--- src/rtl/snn_spike_tx.sv ---
// Framed byte streamer for snn_core spike rows: A5, ts lo, ts hi, NB payload bytes per row.
// Latency: row strobed at edge E0 into an idle, empty block shows 0xA5 from E1; one byte/clock.
// Backpressure: out_ready low holds out_data/out_valid; full FIFO drops rows (SNN_TX_SKIP_EMPTY_EN skips zero rows).
module snn_spike_tx #(
   parameter int N     = 96,
   parameter int DEPTH = 4,
   parameter int TSW   = 16
) (
   input  logic          clk,
   input  logic          rstn,
   input  logic [N-1:0]  spikes_vec,
   input  logic          spike_valid,
   output logic [7:0]    out_data,
   output logic          out_valid,
   input  logic          out_ready,
   output logic          overflow,
   output logic [15:0]   drop_cnt,
   input  logic          clr_stat
);
   localparam int NB = N / 8;
   localparam int AW = $clog2(DEPTH);
   localparam int IW = (NB > 1) ? $clog2(NB) : 1;
   localparam int EW = TSW + N;
   localparam logic [7:0]     SYNC     = 8'hA5;
   localparam logic [AW:0]    CNT_FULL = DEPTH;
   localparam logic [AW:0]    CNT_ONE  = 1;
   localparam logic [AW-1:0]  PTR_ONE  = 1;
   localparam logic [IW-1:0]  IDX_LAST = NB - 1;
   localparam logic [IW-1:0]  IDX_ONE  = 1;
   localparam logic [TSW-1:0] TS_ONE   = 1;

   typedef enum logic [2:0] {IDLE, HDR, TS0, TS1, PAY} state_t;

   state_t         state;
   logic [EW-1:0]  mem [DEPTH];
   logic [AW-1:0]  wr_ptr;
   logic [AW-1:0]  rd_ptr;
   logic [AW:0]    count;
   logic [IW-1:0]  idx;
   logic [TSW-1:0] ts;

   logic [TSW-1:0] head_ts;
   logic [N-1:0]   head_row;
   logic [7:0]     pay [NB];
   logic           accept;
   logic           pop;
   logic           keep;
   logic           space;
   logic           push;
   logic           drop;
   logic           more;

   assign {head_ts, head_row} = mem[rd_ptr];

   always_comb begin
      for (int k = 0; k < NB; k++) begin
         pay[k] = head_row[8*k +: 8];
      end
   end

`ifdef SNN_TX_SKIP_EMPTY_EN
   assign keep = |spikes_vec;
`else
   assign keep = 1'b1;
`endif

   assign accept = out_valid && out_ready;
   // The head is only released once its final byte has left, so a frame never loses its source.
   assign pop    = accept && (state == PAY) && (idx == IDX_LAST);
   assign space  = (count < CNT_FULL) || pop;
   assign push   = spike_valid && keep && space;
   assign drop   = spike_valid && keep && !space;
   // Another frame is ready after this pop if one was queued behind the head or arrives now.
   assign more   = (count > CNT_ONE) || push;

   always_ff @(posedge clk) begin
      if (push) begin
         mem[wr_ptr] <= {ts, spikes_vec};
      end
   end

   always_ff @(posedge clk or negedge rstn) begin
      if (!rstn) begin
         wr_ptr <= '0;
         rd_ptr <= '0;
         count  <= '0;
      end else begin
         if (push) begin
            wr_ptr <= wr_ptr + PTR_ONE;
         end
         if (pop) begin
            rd_ptr <= rd_ptr + PTR_ONE;
         end
         case ({push, pop})
            2'b10:   count <= count + CNT_ONE;
            2'b01:   count <= count - CNT_ONE;
            default: count <= count;
         endcase
      end
   end

   always_ff @(posedge clk or negedge rstn) begin
      if (!rstn) begin
         ts       <= '0;
         overflow <= 1'b0;
         drop_cnt <= '0;
      end else begin
         if (spike_valid) begin
            ts <= ts + TS_ONE;
         end
         if (drop) begin
            overflow <= 1'b1;
         end else if (clr_stat) begin
            overflow <= 1'b0;
         end
         // A drop in the clear cycle still counts as the first drop after the clear.
         if (clr_stat) begin
            drop_cnt <= drop ? 16'd1 : 16'd0;
         end else if (drop && (drop_cnt != 16'hFFFF)) begin
            drop_cnt <= drop_cnt + 16'd1;
         end
      end
   end

   always_ff @(posedge clk or negedge rstn) begin
      if (!rstn) begin
         state     <= IDLE;
         out_valid <= 1'b0;
         out_data  <= 8'h00;
         idx       <= '0;
      end else begin
         case (state)
            IDLE: begin
               if (count != '0) begin
                  state     <= HDR;
                  out_valid <= 1'b1;
                  out_data  <= SYNC;
               end
            end
            HDR: begin
               if (accept) begin
                  state    <= TS0;
                  out_data <= head_ts[7:0];
               end
            end
            TS0: begin
               if (accept) begin
                  state    <= TS1;
                  out_data <= head_ts[15:8];
               end
            end
            TS1: begin
               if (accept) begin
                  state    <= PAY;
                  idx      <= '0;
                  out_data <= pay[0];
               end
            end
            PAY: begin
               if (accept) begin
                  if (idx == IDX_LAST) begin
                     idx <= '0;
                     if (more) begin
                        state    <= HDR;
                        out_data <= SYNC;
                     end else begin
                        state     <= IDLE;
                        out_valid <= 1'b0;
                        out_data  <= 8'h00;
                     end
                  end else begin
                     idx      <= idx + IDX_ONE;
                     out_data <= pay[idx + IDX_ONE];
                  end
               end
            end
            default: begin
               state     <= IDLE;
               out_valid <= 1'b0;
               out_data  <= 8'h00;
               idx       <= '0;
            end
         endcase
      end
   end
endmodule

--- config.mk ---
export PLATFORM = sky130hd
export DESIGN_NAME = snn_spike_tx
export DESIGN_NICKNAME = d
export VERILOG_FILES = /design/src/rtl/snn_spike_tx.sv
export SDC_FILE = /design/constraint.sdc
export NUM_CORES = 1
export LEC_CHECK = 0
export BUFFER_PORTS_ARGS = -buffer_cell sky130_fd_sc_hd__buf_2
export CAP_MARGIN = 20
export CORE_MARGIN = 4
export CORE_UTILIZATION = 35
export CTS_CLUSTER_DIAMETER = 200
export DETAILED_ROUTE_END_ITERATION = 12
export HOLD_SLACK_MARGIN = 0.02
export PLACE_DENSITY = 0.63
export SLEW_MARGIN = 10
export SYNTH_ARGS = -nofsm -noshare
export SYNTH_HDL_FRONTEND = slang
export SYNTH_SLANG_ARGS = --single-unit
--- constraint.sdc ---
create_clock -name clk -period 8.8 [get_ports clk]
set_input_delay 0.44 -clock clk [delete_from_list [all_inputs] [get_ports clk]]
set_output_delay 0.44 -clock clk [all_outputs]
set_load 0.05 [all_outputs]
==> results.sh <==
export IMPL_overall_die_area_mm2=0.0609
export IMPL_slew_headroom_pct=27.3
export IMPL_critical_path_n_buffers_inverters=1
export IMPL_tritoncts_num_sinks=504
export IMPL_fmax_mhz=218
export IMPL_global_route_wire_length_before_repair_mm=66.9
export IMPL_grtUsageTotal_pct=14.6
export IMPL_maxSlewViolCount=0
export IMPL_most_numerous_cell_in_the_yosys_netlist="sky130_fd_sc_hd__edfxtp_1"
export IMPL_fin_setup_tns_ns=0
export IMPL_cts_htree_levels=2
export IMPL_worst_setup_path_end_kind="register"
export IMPL_cp_data_required_time_ns=9.03
export IMPL_nNetsFinal=1290
export IMPL_number_of_global_route_vias_before_repair=10400
export IMPL_dr_iter_0_viols=836
export IMPL_synth_edff_count=448
export IMPL_total_power_mw=5.12
export IMPL_routed_wirelength_mm=44.1
export IMPL_dieHeight_um=247
export IMPL_detailroute_via_count=10100
export IMPL_dr_pass1_iters=6
export IMPL_start_util_pct=35.4
export IMPL_timing_worst_setup_path_type="register to register"
export IMPL_postLayoutCoreUtil_pct=41.7
export IMPL_std_cell_core_area_mm2=0.0564
export IMPL_buffer_ports_inserted=126
export IMPL_sequential_fraction_of_the_synthesis_area_pct=74.5
export IMPL_clk_transition_reported_paths_ns=0.06
export IMPL_path_cells="ha_1, and3b_1, nand3_1, a21boi_1, and2_4, buf_4"
export IMPL_tritoncts="yes"
export IMPL_cp_arrival_ns=4.82
export IMPL_irDropWorstVdd_uv=192
export IMPL_number_of_drc_violations_after_detailed_routing=0
export IMPL_synth_avg_cell_area_um2=20.0
export IMPL_ys_async_sr_fraction_pct=11.1
export IMPL_pin_count_of_the_biggest_net_entering_global_routing=73
export IMPL_yosys_warnings=0
export IMPL_number_of_antenna_violating_nets_in_the_routed_design=0
export IMPL_cellLeakagePower_nw=7.90
export IMPL_yosys_area_top_type_share_pct=67.5
export IMPL_setup_violations_final=0
export IMPL_gr_total_overflow=0
export IMPL_clkLatencyLatePin_ns=0.61
export IMPL_yosys_cell_types_count=57
export IMPL_timing_critical_path_max_delay_family="simple AND/OR/NAND/NOR gates"
export IMPL_synthesis_instances=996
export IMPL_cts_repair_resize_count=0
export IMPL_synth_top_flop_cell="sky130_fd_sc_hd__edfxtp_1"
export IMPL_timing_hold_violations_final=0
export IMPL_cts_root_buf="sky130_fd_sc_hd__clkbuf_16"
export IMPL_num_rows=87
export IMPL_finalWeightedCongestion=0.831
export IMPL_detail_route_vias_per_cell=5.11
export IMPL_cts_root_to_sink_buffers=3
export IMPL_power_density_mw_per_mm2=218
export IMPL_synth_commonest_cells="448 x sky130_fd_sc_hd__edfxtp_1, 114 x sky130_fd_sc_hd__mux4_2, 56 x sky130_fd_sc_hd__dfrtp_1"
export IMPL_ys_seq_elements=504
export IMPL_slowest_cell_on_crit_path="sky130_fd_sc_hd__dfrtp_1"
export IMPL_rsz0062_at_grt="false"
export IMPL_antenna_violations_before_repair=4
export IMPL_max_cap_violations=0
export IMPL_dp_hpwl_mm=27.2
export IMPL_layout_skew_ns=0.0353
export IMPL_i_o_pin_count=127
export IMPL_final_period_util_pct=52.2
export IMPL_yosysTopAreaCell="sky130_fd_sc_hd__edfxtp_1"
export IMPL_placed_cell_area_mm2=0.0213
export IMPL_critical_path_max_stage_delay_ns=1.02
export IMPL_hp_class="input pin to register"
export IMPL_cts_made_buffers=53
export IMPL_final_area_mm2=0.0235
export IMPL_worst_case_hold_slack_ns=0.0535
export IMPL_post_route_cells_drive_above_1_share_pct=29.2
export IMPL_post_synth_instance_area_mm2=0.0199
export IMPL_synth_area_leaders="sky130_fd_sc_hd__edfxtp_1 67%, sky130_fd_sc_hd__mux4_2 13%, sky130_fd_sc_hd__dfrtp_1 7.0%"
export IMPL_final_min_clock_period_ns=4.59
export IMPL_area_growth_synth_to_final_pct=17.9
export IMPL_outcome="finished, final reports clean"
export IMPL_postSynthNetCount=1109
export IMPL_wire_per_inst_um=22.3
export IMPL_cp_start_kind="register"
export IMPL_critPathMaxFanout=62
export IMPL_tightest_slew_ns=1.09
export IMPL_die_w_um=247
==> report_power, final <==
part           total [mW]  internal, mW  switching (mW)
sequential           2.67          2.64          0.0332
combinational       0.102        0.0454          0.0568
clock                2.35          1.41           0.939
total                5.12          4.09            1.03
==> logic make-up after synthesis <==
family | count (synthesis) | share of synthesized area [%]
compound gates | 116 | 4.01
xor+xnor | 35 | 1.54
fa+ha+maj | 12 | 0.753
buf+inv | 57 | 1.67
flops | 504 | 74.5
mux | 139 | 14.2
simple gates | 133 | 3.39
==> area by class of cell <==
type                            instances  area, um^2
Sequential cell                       504       14900
Timing Repair Buffer                  170        1040
Clock buffer                           64        1400
Fill cell                            5055       32900
Clock inverter                         36         455
Tap cell                              756         946
Inverter                               13        48.8
Antenna cell                            2        5.00
Multi-Input combinational cell        435        4760
==> placed cells by master, fill, tap and decap left out, drive strengths merged, types with 14 or more instances in the layout <==
master / count
a21oi: 21
a22oi: 25
buf: 140
clkbuf: 64
clkinv: 21
dfrtp: 56
dlygate4sd3: 30
edfxtp: 448
inv: 17
mux2i: 21
mux4: 114
nand2: 29
nand3: 14
nor2: 39
o21ai: 22
xnor2: 24
==> per-layer routing <==
layer | part of all wire [%] | up-vias | track usage, %
li1 | - | 4463 | -
met1 | 44 | 5296 | 20.9
met2 | 48 | 284 | 22.9
met3 | 5.8 | 63 | 3.03
met4 | 2.0 | 4 | 3.92
met5 | 0.052 | - | 0
==> worst register-to-register path: cells and delay by family (launching register included) <==
| kind | cells | cell delay, ns |
|---|---|---|
| flops | 1 | 1.02 |
| compound gates | 1 | 0.53 |
| fa+ha+maj | 1 | 0.42 |
| simple gates | 3 | 1.38 |
| buf+inv | 1 | 0.82 |
==> state kept, by name (all words and copies together) (netlist names) <==
name / cells
count: 3
overflow: 1
drop_cnt: 16
state: 3
idx: 4
out_valid: 1
ts: 16
out_data: 8
mem: 448
rd_ptr: 2
wr_ptr: 2
==> per-stage QoR <==
stage | setup slack [ns] | cells
finish | 4.21 | 1980
CTS | 4.15 | 1977
floorplan | 4.17 | 996
detailed placement | 4.14 | 1847
global route | 3.84 | 1979
global placement | 4.22 | 1847
==> worst paths after layout <==
kind,from,cells past startpoint,slack [ns],end
hold / removal,spikes_vec[61],1,0.05,mem[2][61]
min in group asynchronous,rstn,3,0.53,drop_cnt[5]
setup / recovery,idx[0],6,4.21,mem[2][84]
hold reg to reg,overflow,1,0.49,overflow
setup reg to reg,idx[0],6,4.21,mem[2][84]
max in group asynchronous,rstn,3,7.63,rd_ptr[0]
==> repair_timing <==
action / in CTS / in global routing
endpoints found under the hold margin: 110 / 0
setup buffers: 0 / 0
hold buffers: 30 / 0
(Power assumes the default switching activity.)
